`config.mk`:
```
export PLATFORM = sky130hd
export DESIGN_NAME = tx_resp_scheduler_flat
export DESIGN_NICKNAME = d
export VERILOG_FILES = /design/src/rtl/tx_resp_scheduler_if.sv /design/src/rtl/tx_resp_scheduler.sv /design/src/flat_wrapper.sv
export SDC_FILE = /design/constraint.sdc
export NUM_CORES = 1
export LEC_CHECK = 0
export BUFFER_PORTS_ARGS = -buffer_cell sky130_fd_sc_hd__buf_2
export CAP_MARGIN = 20
export CORE_UTILIZATION = 30
export DETAILED_ROUTE_END_ITERATION = 7
export HOLD_SLACK_MARGIN = 0.05
export PLACE_DENSITY = 0.52
export SLEW_MARGIN = 10
export SYNTH_ARGS = -nofsm -noshare
export SYNTH_HDL_FRONTEND = slang
export SYNTH_SLANG_ARGS = --single-unit
```
`constraint.sdc`:
```
create_clock -name CLK -period 1.9 [get_ports CLK]
set_input_delay 0.38 -clock CLK [delete_from_list [all_inputs] [get_ports CLK]]
set_output_delay 0.38 -clock CLK [all_outputs]
set_load 0.03 [all_outputs]
```
`src/rtl/tx_resp_scheduler_if.sv`:
```
// Response-scheduler bus: ALU/register-file sources, UART TX byte strobe, error flags.
// master = upstream/TX-side driver, slave = tx_resp_scheduler.
interface tx_resp_scheduler_if #(
  parameter int DATA_WIDTH = 8,
  parameter int ALU_WIDTH  = 16
);
  logic [ALU_WIDTH-1:0]  ALU_OUT;
  logic                  ALU_OUT_VALID;
  logic [DATA_WIDTH-1:0] RD_DATA;
  logic                  RD_DATA_VALID;
  logic                  BUSY;
  logic                  CLR_ERR;
  logic [DATA_WIDTH-1:0] TX_P_DATA;
  logic                  TX_D_VLD;
  logic [1:0]            OVERRUN;
  logic                  TIMEOUT_ERR;
  logic                  SCHED_IDLE;

  modport master (
    output ALU_OUT, ALU_OUT_VALID, RD_DATA, RD_DATA_VALID, BUSY, CLR_ERR,
    input  TX_P_DATA, TX_D_VLD, OVERRUN, TIMEOUT_ERR, SCHED_IDLE
  );

  modport slave (
    input  ALU_OUT, ALU_OUT_VALID, RD_DATA, RD_DATA_VALID, BUSY, CLR_ERR,
    output TX_P_DATA, TX_D_VLD, OVERRUN, TIMEOUT_ERR, SCHED_IDLE
  );
endinterface

```
`src/rtl/tx_resp_scheduler.sv`:
```
// Round-robin scheduler of ALU / register-file responses onto the UART TX byte strobe.
// Optional RESP_CHECKSUM_EN appends an XOR checksum byte to every response.
module tx_resp_scheduler #(
  parameter int DATA_WIDTH   = 8,
  parameter int ALU_WIDTH    = 16,
  parameter int BUSY_TIMEOUT = 64
) (
  input  logic                CLK,
  input  logic                RST,
  tx_resp_scheduler_if.slave  bus
);

  localparam int CNT_W = (BUSY_TIMEOUT > 2) ? $clog2(BUSY_TIMEOUT) : 1;
  localparam logic [CNT_W-1:0] CNT_LAST = CNT_W'(BUSY_TIMEOUT - 1);

  localparam logic [1:0] S_IDLE    = 2'd0;
  localparam logic [1:0] S_SEND    = 2'd1;
  localparam logic [1:0] S_WAIT_HI = 2'd2;
  localparam logic [1:0] S_WAIT_LO = 2'd3;

`ifdef RESP_CHECKSUM_EN
  localparam logic [1:0] EXTRA_BYTES = 2'd1;
`else
  localparam logic [1:0] EXTRA_BYTES = 2'd0;
`endif

  logic [1:0]            state_q, state_d;
  logic [ALU_WIDTH-1:0]  alu_slot_q, alu_slot_d;
  logic                  alu_pend_q, alu_pend_d;
  logic [DATA_WIDTH-1:0] rd_slot_q, rd_slot_d;
  logic                  rd_pend_q, rd_pend_d;
  logic                  dec_q, dec_d;
  logic                  sel_alu_q, sel_alu_d;
  logic                  last_alu_q, last_alu_d;
  logic [1:0]            byte_idx_q, byte_idx_d;
  logic [CNT_W-1:0]      cnt_q, cnt_d;
  logic [DATA_WIDTH-1:0] tx_data_q, tx_data_d;
  logic                  tx_vld_q, tx_vld_d;
  logic [1:0]            overrun_q, overrun_d;
  logic                  timeout_q, timeout_d;

  logic       finish;
  logic       rel_alu, rel_rd;
  logic [1:0] ovr_evt;
  logic       tmo_evt;
  logic [1:0] last_idx;

  // Byte idx of a response: ALU lo, hi, lo^hi; RD byte and its checksum are the same value.
  function automatic logic [DATA_WIDTH-1:0] resp_byte(
    input logic                  alu,
    input logic [1:0]            idx,
    input logic [ALU_WIDTH-1:0]  a,
    input logic [DATA_WIDTH-1:0] r
  );
    logic [DATA_WIDTH-1:0] lo, hi;
    lo = a[DATA_WIDTH-1:0];
    hi = a[ALU_WIDTH-1:DATA_WIDTH];
    if (alu) begin
      case (idx)
        2'd0:    resp_byte = lo;
        2'd1:    resp_byte = hi;
        default: resp_byte = lo ^ hi;
      endcase
    end else begin
      resp_byte = r;
    end
  endfunction

  always_comb begin
    state_d    = state_q;
    alu_slot_d = alu_slot_q;
    alu_pend_d = alu_pend_q;
    rd_slot_d  = rd_slot_q;
    rd_pend_d  = rd_pend_q;
    dec_d      = dec_q;
    sel_alu_d  = sel_alu_q;
    last_alu_d = last_alu_q;
    byte_idx_d = byte_idx_q;
    cnt_d      = cnt_q;
    tx_data_d  = tx_data_q;
    tx_vld_d   = 1'b0;
    finish     = 1'b0;
    rel_alu    = 1'b0;
    rel_rd     = 1'b0;
    ovr_evt    = 2'b00;
    tmo_evt    = 1'b0;
    last_idx   = (sel_alu_q ? 2'd1 : 2'd0) + EXTRA_BYTES;

    case (state_q)
      S_IDLE: begin
        // First pending cycle registers the source choice; the next one launches byte 0.
        if (dec_q) begin
          dec_d      = 1'b0;
          byte_idx_d = 2'd0;
          tx_data_d  = resp_byte(sel_alu_q, 2'd0, alu_slot_q, rd_slot_q);
          tx_vld_d   = 1'b1;
          state_d    = S_SEND;
        end else if (alu_pend_q || rd_pend_q) begin
          dec_d     = 1'b1;
          sel_alu_d = alu_pend_q && (!rd_pend_q || !last_alu_q);
        end
      end
      S_SEND: begin
        cnt_d   = '0;
        state_d = S_WAIT_HI;
      end
      S_WAIT_HI: begin
        if (bus.BUSY) begin
          state_d = S_WAIT_LO;
        end else if (cnt_q == CNT_LAST) begin
          tmo_evt = 1'b1;
          finish  = 1'b1;
        end else begin
          cnt_d = cnt_q + 1'b1;
        end
      end
      S_WAIT_LO: begin
        if (!bus.BUSY) finish = 1'b1;
      end
      default: state_d = S_IDLE;
    endcase

    if (finish) begin
      if (byte_idx_q != last_idx) begin
        byte_idx_d = byte_idx_q + 2'd1;
        tx_data_d  = resp_byte(sel_alu_q, byte_idx_q + 2'd1, alu_slot_q, rd_slot_q);
        tx_vld_d   = 1'b1;
        state_d    = S_SEND;
      end else begin
        rel_alu    = sel_alu_q;
        rel_rd     = !sel_alu_q;
        last_alu_d = sel_alu_q;
        state_d    = S_IDLE;
      end
    end

    // A slot released on this edge counts as empty for a strobe arriving on the same edge.
    if (bus.ALU_OUT_VALID) begin
      if (alu_pend_q && !rel_alu) begin
        ovr_evt[1] = 1'b1;
      end else begin
        alu_slot_d = bus.ALU_OUT;
        alu_pend_d = 1'b1;
      end
    end else if (rel_alu) begin
      alu_pend_d = 1'b0;
    end

    if (bus.RD_DATA_VALID) begin
      if (rd_pend_q && !rel_rd) begin
        ovr_evt[0] = 1'b1;
      end else begin
        rd_slot_d = bus.RD_DATA;
        rd_pend_d = 1'b1;
      end
    end else if (rel_rd) begin
      rd_pend_d = 1'b0;
    end

    overrun_d = (bus.CLR_ERR ? 2'b00 : overrun_q) | ovr_evt;
    timeout_d = (bus.CLR_ERR ? 1'b0 : timeout_q) | tmo_evt;
  end

  always_ff @(posedge CLK or negedge RST) begin
    if (!RST) begin
      state_q    <= S_IDLE;
      alu_slot_q <= '0;
      alu_pend_q <= 1'b0;
      rd_slot_q  <= '0;
      rd_pend_q  <= 1'b0;
      dec_q      <= 1'b0;
      sel_alu_q  <= 1'b0;
      last_alu_q <= 1'b0;
      byte_idx_q <= 2'd0;
      cnt_q      <= '0;
      tx_data_q  <= '0;
      tx_vld_q   <= 1'b0;
      overrun_q  <= 2'b00;
      timeout_q  <= 1'b0;
    end else begin
      state_q    <= state_d;
      alu_slot_q <= alu_slot_d;
      alu_pend_q <= alu_pend_d;
      rd_slot_q  <= rd_slot_d;
      rd_pend_q  <= rd_pend_d;
      dec_q      <= dec_d;
      sel_alu_q  <= sel_alu_d;
      last_alu_q <= last_alu_d;
      byte_idx_q <= byte_idx_d;
      cnt_q      <= cnt_d;
      tx_data_q  <= tx_data_d;
      tx_vld_q   <= tx_vld_d;
      overrun_q  <= overrun_d;
      timeout_q  <= timeout_d;
    end
  end

  assign bus.TX_P_DATA   = tx_data_q;
  assign bus.TX_D_VLD    = tx_vld_q;
  assign bus.OVERRUN     = overrun_q;
  assign bus.TIMEOUT_ERR = timeout_q;
  assign bus.SCHED_IDLE  = (state_q == S_IDLE) && !alu_pend_q && !rd_pend_q;

endmodule

```
`src/flat_wrapper.sv`:
```
// flat-port wrapper written by rule: the top's interface ports become plain ports
module tx_resp_scheduler_flat 
#(
  parameter int DATA_WIDTH   = 8,
  parameter int ALU_WIDTH    = 16,
  parameter int BUSY_TIMEOUT = 64
)
  (CLK, RST, bus_ALU_OUT, bus_ALU_OUT_VALID, bus_RD_DATA, bus_RD_DATA_VALID, bus_BUSY, bus_CLR_ERR, bus_TX_P_DATA, bus_TX_D_VLD, bus_OVERRUN, bus_TIMEOUT_ERR, bus_SCHED_IDLE);
  tx_resp_scheduler_if #(.DATA_WIDTH(DATA_WIDTH), .ALU_WIDTH(ALU_WIDTH)) bus_i ();
  input  logic CLK;
  input  logic RST;
  input wire logic [$bits(bus_i.ALU_OUT)-1:0] bus_ALU_OUT;
  input wire logic [$bits(bus_i.ALU_OUT_VALID)-1:0] bus_ALU_OUT_VALID;
  input wire logic [$bits(bus_i.RD_DATA)-1:0] bus_RD_DATA;
  input wire logic [$bits(bus_i.RD_DATA_VALID)-1:0] bus_RD_DATA_VALID;
  input wire logic [$bits(bus_i.BUSY)-1:0] bus_BUSY;
  input wire logic [$bits(bus_i.CLR_ERR)-1:0] bus_CLR_ERR;
  output wire logic [$bits(bus_i.TX_P_DATA)-1:0] bus_TX_P_DATA;
  output wire logic [$bits(bus_i.TX_D_VLD)-1:0] bus_TX_D_VLD;
  output wire logic [$bits(bus_i.OVERRUN)-1:0] bus_OVERRUN;
  output wire logic [$bits(bus_i.TIMEOUT_ERR)-1:0] bus_TIMEOUT_ERR;
  output wire logic [$bits(bus_i.SCHED_IDLE)-1:0] bus_SCHED_IDLE;
  assign bus_i.ALU_OUT = bus_ALU_OUT;
  assign bus_i.ALU_OUT_VALID = bus_ALU_OUT_VALID;
  assign bus_i.RD_DATA = bus_RD_DATA;
  assign bus_i.RD_DATA_VALID = bus_RD_DATA_VALID;
  assign bus_i.BUSY = bus_BUSY;
  assign bus_i.CLR_ERR = bus_CLR_ERR;
  assign bus_TX_P_DATA = bus_i.TX_P_DATA;
  assign bus_TX_D_VLD = bus_i.TX_D_VLD;
  assign bus_OVERRUN = bus_i.OVERRUN;
  assign bus_TIMEOUT_ERR = bus_i.TIMEOUT_ERR;
  assign bus_SCHED_IDLE = bus_i.SCHED_IDLE;
  tx_resp_scheduler #(.DATA_WIDTH(DATA_WIDTH), .ALU_WIDTH(ALU_WIDTH), .BUSY_TIMEOUT(BUSY_TIMEOUT)) u_core (.CLK(CLK), .RST(RST), .bus(bus_i));
endmodule
```
After elaboration in Yosys (flattened, before gate mapping)
Cells that the tools add are included.

operators by class
  add/sub/neg operators = 2
  eq/ne operators = 12
  muxes and demuxes = 47
  bitwise operators = 7
  reductions and logical operators = 27

operators with widths
  kind                                                  count
  2-to-1 mux 8 bit                                      6
  2-to-1 mux 1 bit                                      27
  2-to-1 mux 2 bit                                      8
  one-hot mux 8 bit (2 select lines)                    1
  2-to-1 mux 6 bit                                      2
  one-hot mux 6 bit (2 select lines)                    1
  AND reduction 2 bit                                   5
  AND reduction 3 bit                                   3
  != test 2 bit (second input constant)                 4
  XOR 8 bit                                             1
  adder 6 x 1 -> 6 bit (second input constant)          1
  equality test 6 bit (second input constant)           1
  zero test 1 bit                                       6
  one-hot mux 2 bit (3 select lines)                    1
  nonzero test 2 bit                                    3
  logical AND 1 bit                                     5
  equality test 2 x 1 -> 1 bit (second input constant)  2
  equality test 2 bit (second input constant)           2
  zero test 2 bit                                       2
  inverter 1 bit                                        4
  nonzero test 4 bit                                    1
  != test 3 x 1 -> 1 bit (second input constant)        1
  != test 3 x 2 -> 1 bit (second input constant)        1
  adder 2 x 1 -> 2 bit (second input constant)          1
  other kinds (5)                                       6

word-level totals
  register bits = 51
  input bits = 30
  output and inout bits = 13
  logic and storage cells = 109

Longest topological paths before layout
  depth after elaboration = 10
  depth in mapped cells = 10
  depth with buffers taken out = 7

Worst setup path after synthesis
OpenSTA, ideal clock, no wires.

  path kind = register to register
  start point = register u_core.state_q[0]
  end point = register u_core.alu_slot_q[0]
  library setup time = 0.125 ns
  arrival time = 1.976 ns
  required time = 1.775 ns
  slack = -0.201 ns
  stages on the path, launching flop included = 10
  path buffers = 2
  period minus slack after synthesis = 2.101 ns
  path through = dfrtp_1 > inv_1 > ha_1 > nand2b_4 > o32ai_2 > a21oi_2 > nand2b_4 > buf_6 > buf_12 > mux2_4

between the ends
  longest elaborated chain between the ends = 7
  elaborated cells on any way between the ends = 8
  those cells by class = eq/ne: 2; mux: 2; bitwise: 1; reduce/logical: 3

RTL lines
  what                                    line                      source
  start, declared                         tx_resp_scheduler.sv:27   logic [1:0] state_q, state_d;
  start signal, assigned                  tx_resp_scheduler.sv:181  state_q <= state_d;
  equality test 2 bit                     tx_resp_scheduler.sv:89   case (state_q)
  one-hot mux 1 bit (2 select lines) (*)  tx_resp_scheduler.sv:89
  2-to-1 mux 1 bit (*)                    tx_resp_scheduler.sv:123  if (finish) begin
  zero test 1 bit (*)                     tx_resp_scheduler.sv:139  if (alu_pend_q && !rel_alu) begin
  logical AND 1 bit (*)                   tx_resp_scheduler.sv:139
  inverter 1 bit (no line) (*)            n/a
  AND reduction 2 bit (no line) (*)       n/a
  end signal, assigned                    tx_resp_scheduler.sv:182  alu_slot_q <= alu_slot_d;
  end, declared                           tx_resp_scheduler.sv:28   logic [ALU_WIDTH-1:0] alu_slot_q, alu_slot_d;

Mark *: on every way between the ends. The rest lies on a longest branch, timed or not.
A chain may end at the register's enable or synchronous reset.

Final worst setup path
  start point = register u_core.state_q[0]
  end point = register u_core.alu_slot_q[9]

Same word-level chain as after synthesis.

==> impl_results.md <==
- I/O Pins: 43
- Post-synth net total: 293
- Commonest non-fill, non-tap cells in the layout: dfrtp_1 (50), buf_2 (41), a21oi_1 (30)
- Setup Skew: around 0.014 ns
- Starting Density: 0.314
- Asr flop ratio synth: 1.00
- Global Route Usage Sum: 0.135
- Post-route DRC: 1
- Setup tns final: 0 ns
- Final hold viol count: 0
- Core footprint: a little under 0.009 mm²
- TritonCTS clock tree: yes
- DIE AREA: between 0.009 and 0.01 mm²
- Crit-path max FO: 8
- Die X: between 90 and 100 µm
- Final Core Density: 0.383
- Fmax: 540 MHz
- Commonest non-fill, non-tap cell in the layout: dfrtp_1
- Max Buffers Root-to-Sink: 2
- Clk sinks: 51
- Routability cong.: around 0.80
- Routing usage on met3: 0.0215
- Grt ovf: 0
- Max Cap Viol: 0
- Initial antenna violation count: 0
- Min-Delay Path Class: in -> async
- DP Wirelength: 4.52 mm
- Vias per cell: 4.81
- Port Buf Inserts: between 40 and 50
- Cells after Synth: ~250
- H-tree Lvls: 2
- Worst IR Drop VDD: approximately 0.50 mV
- Nets: 352
- Rows: 34
- CP endpoint kind: flop
- Fillers: approximately 870
- Clk slew on worst S/H paths: around 0.11 ns
- PwrDens: 1570 mW/mm²
- Failing checks: design-rule violations
- Iter 0 DRT Violations: roughly 110
- Clk pwr share: 0.127
- Number of global-route vias before repair: 2075
- EDFF count, synth: 0
- M2 GR Usage: 0.210
- Post-route setup slack: approximately 0.048 ns
- Ys flop type: dfrtp_1
- Final setup vio count: 0
- Max transition margin: 0.617
- Clock latency at the later pin of the worst-skew pair: about 0.32 ns
- Die height: between 90 and 100 µm
- Register area: roughly 0.0013 mm²
- Post-Layout Cell Count: around 420
- Busiest grt layer: met2
- Sw Ratio: 0.409
- P_leak: about 0.0016 µW
- Netlist Area Pre-Place: between 0.002 and 0.003 mm²
- Seq/Total Area, Yosys: 0.459
- Arr. time, crit path: ~2.1 ns
- Met1 GRT Util: 0.189
- Final ANT Viol Nets: 0
- First-pass GRT wire length: between 10 and 15 mm
- Layout overhead on the synthesized area: 21.9%
- Pre-CTS setup slack: 0.00262 ns
- Critical path launch point type: flop
- #FFs+latches synth: 51
- Initial DRT Pass Iterations: 6
- Distinct cells, synth: 42
- Ant diodes: 0
- Footprint of the multi-input gates: 0.00140 mm²
- Unrepaired setup endpoints after global routing: true
- Syn Area/Cell: roughly 11 µm²
- Final period util: 0.974
- Cells after DPL: ~410
- Comb pwr share: 0.519
- Final Critical Period: between 1.5 and 2 ns
- Vias: 2031
- Largest net degree at the start of global routing: 30
- Seq pwr share: 0.354
- Least-Margin Pin Slew: 0.574 ns
- Max-slew violation count: 0
- Status: finished, violations left
- CTS Buf Count: 5
- CTS root buf: clkbuf_8
- Internal: approximately 3200 µW
- CP Data Required Time: around 2.1 ns
- Share of layout cells above drive strength 1: 0.357
- Net Switching: between 2000 and 2500 µW
- Drt wl/cell: roughly 15 µm
- Kind of critical path: reg -> reg
- Fin Hold WS: about 0.042 ns
- Ys Warns: 0
- Drt total wl: about 6.2 mm
==> synthesized netlist by cell type, types with 2 or more instances <==
cell / count / area, µm²
a221oi_1: 7 / 61.3
mux2_4: 18 / 270
nand3_1: 7 / 35.0
nand2_1: 11 / 41.3
mux2i_1: 4 / 40.0
clkbuf_1: 5 / 18.8
a22o_1: 3 / 26.3
o211ai_1: 2 / 15.0
xnor2_1: 11 / 96.3
ha_1: 9 / 113
nor2_1: 15 / 56.3
inv_1: 16 / 60.1
a21oi_2: 2 / 17.5
mux2_2: 6 / 67.6
and3_1: 2 / 12.5
and2_1: 2 / 12.5
nand2b_4: 3 / 41.3
nor2b_1: 9 / 56.3
buf_4: 2 / 15.0
or2_2: 2 / 12.5
a211oi_1: 8 / 60.1
o21ai_0: 8 / 40.0
buf_6: 3 / 33.8
a21oi_1: 30 / 150
o221ai_1: 2 / 17.5
dfrtp_1: 51 / 1280
==> state kept, by name (all words and copies together) (netlist names) <==
name and cells:
u_core.bus.TIMEOUT_ERR 1, u_core.byte_idx_q 2, u_core.rd_slot_q 8, u_core.alu_pend_q 1, u_core.dec_q 1, u_core.bus.TX_D_VLD 1, u_core.state_q 2, u_core.bus.TX_P_DATA 8
u_core.last_alu_q 1, u_core.cnt_q 6, u_core.alu_slot_q 16, u_core.rd_pend_q 1, u_core.bus.OVERRUN 2, u_core.sel_alu_q 1
==> layout make-up <==
class,count,area share
Inverter,16,0.0177
Multi-Input combinational cell,175,0.413
Timing Repair Buffer,64,0.125
Clock inverter,3,0.00774
Clock buffer,5,0.0203
Tap cell,108,0.0398
Sequential cell,51,0.376
==> per-stage QoR <==
stage | instance area [µm²] | total power, µW
finish | 3390 | 5330
global route | 3390 | 5770
CTS | 3350 | 5330
detailed placement | 3240 | 4600
global placement | 3240 | 4550
floorplan | 2810 | 3810
==> power groups by stage <==
stage | clock, µW | sequential, µW | combinational, µW
after floorplan | 0 | 2000 | 1820
after global placement | 0 | 1900 | 2650
after detailed placement | 0 | 1910 | 2690
after CTS | 713 | 1890 | 2730
after global routing | 750 | 1950 | 3070
final | 676 | 1890 | 2770
==> worst max-delay path: stages (launching register included) <==
cell,delay (ns)
dfrtp_1,0.42
inv_2,0.08
ha_4,0.14
nand2b_4,0.06
o32ai_4,0.34
a21oi_2,0.14
nand2b_4,0.24
mux2_4,0.33
==> repair_timing <==
| action | 4_1_cts | 5_1_grt |
|---|---|---|
| gates resized for setup | 4 | 5 |
| setup buffers | 1 | 1 |
| cloned | 0 | 1 |
| hold buffers | 0 | 0 |
| pin swaps | 0 | 2 |
| setup endpoints to repair | 11 | 28 |
==> logic make-up (layout without fill, tap and decap cells) <==
group | after synthesis | in the layout | share of synthesized area
XOR/XNOR | 11 | 11 | 0.0346
AO/OA/AOI/OAI | 71 | 71 | 0.168
AND/OR/NAND/NOR | 55 | 56 | 0.106
buffers and inverters | 29 | 88 | 0.0562
flip-flops | 51 | 51 | 0.459
multiplexers | 28 | 28 | 0.136
adder cells (fa/ha/maj) | 9 | 9 | 0.0405
==> final timing paths <==
| check | depth (start not counted) | to | startpoint | slack, ns |
|---|---|---|---|---|
| max in group asynchronous | 2 | u_core.alu_slot_q[5]$_DFFE_PN0P_ | RST | 1.30 |
| setup / recovery | 7 | u_core.alu_slot_q[9]$_DFFE_PN0P_ | u_core.state_q[0]$_DFFE_PN0P_ | 0.05 |
| min in group CLK | 2 | u_core.bus.TIMEOUT_ERR$_DFF_PN0_ | bus_CLR_ERR | 0.27 |
| hold / removal | 1 | u_core.bus.TX_P_DATA[0]$_DFF_PN0_ | RST | 0.04 |
| setup reg to reg | 7 | u_core.alu_slot_q[9]$_DFFE_PN0P_ | u_core.state_q[0]$_DFFE_PN0P_ | 0.05 |
| hold reg to reg | 1 | u_core.cnt_q[4]$_DFFE_PN0P_ | u_core.cnt_q[4]$_DFFE_PN0P_ | 0.49 |
==> metal layers <==
metal  routed length, µm  vias up  share of wire
met2                2850       37           0.46
met3                 178        6          0.029
met4                  76        0          0.012
met5                   0        -              0
met1                3120      969           0.50
li1                    -     1019              -
(Power assumes the default switching activity.)
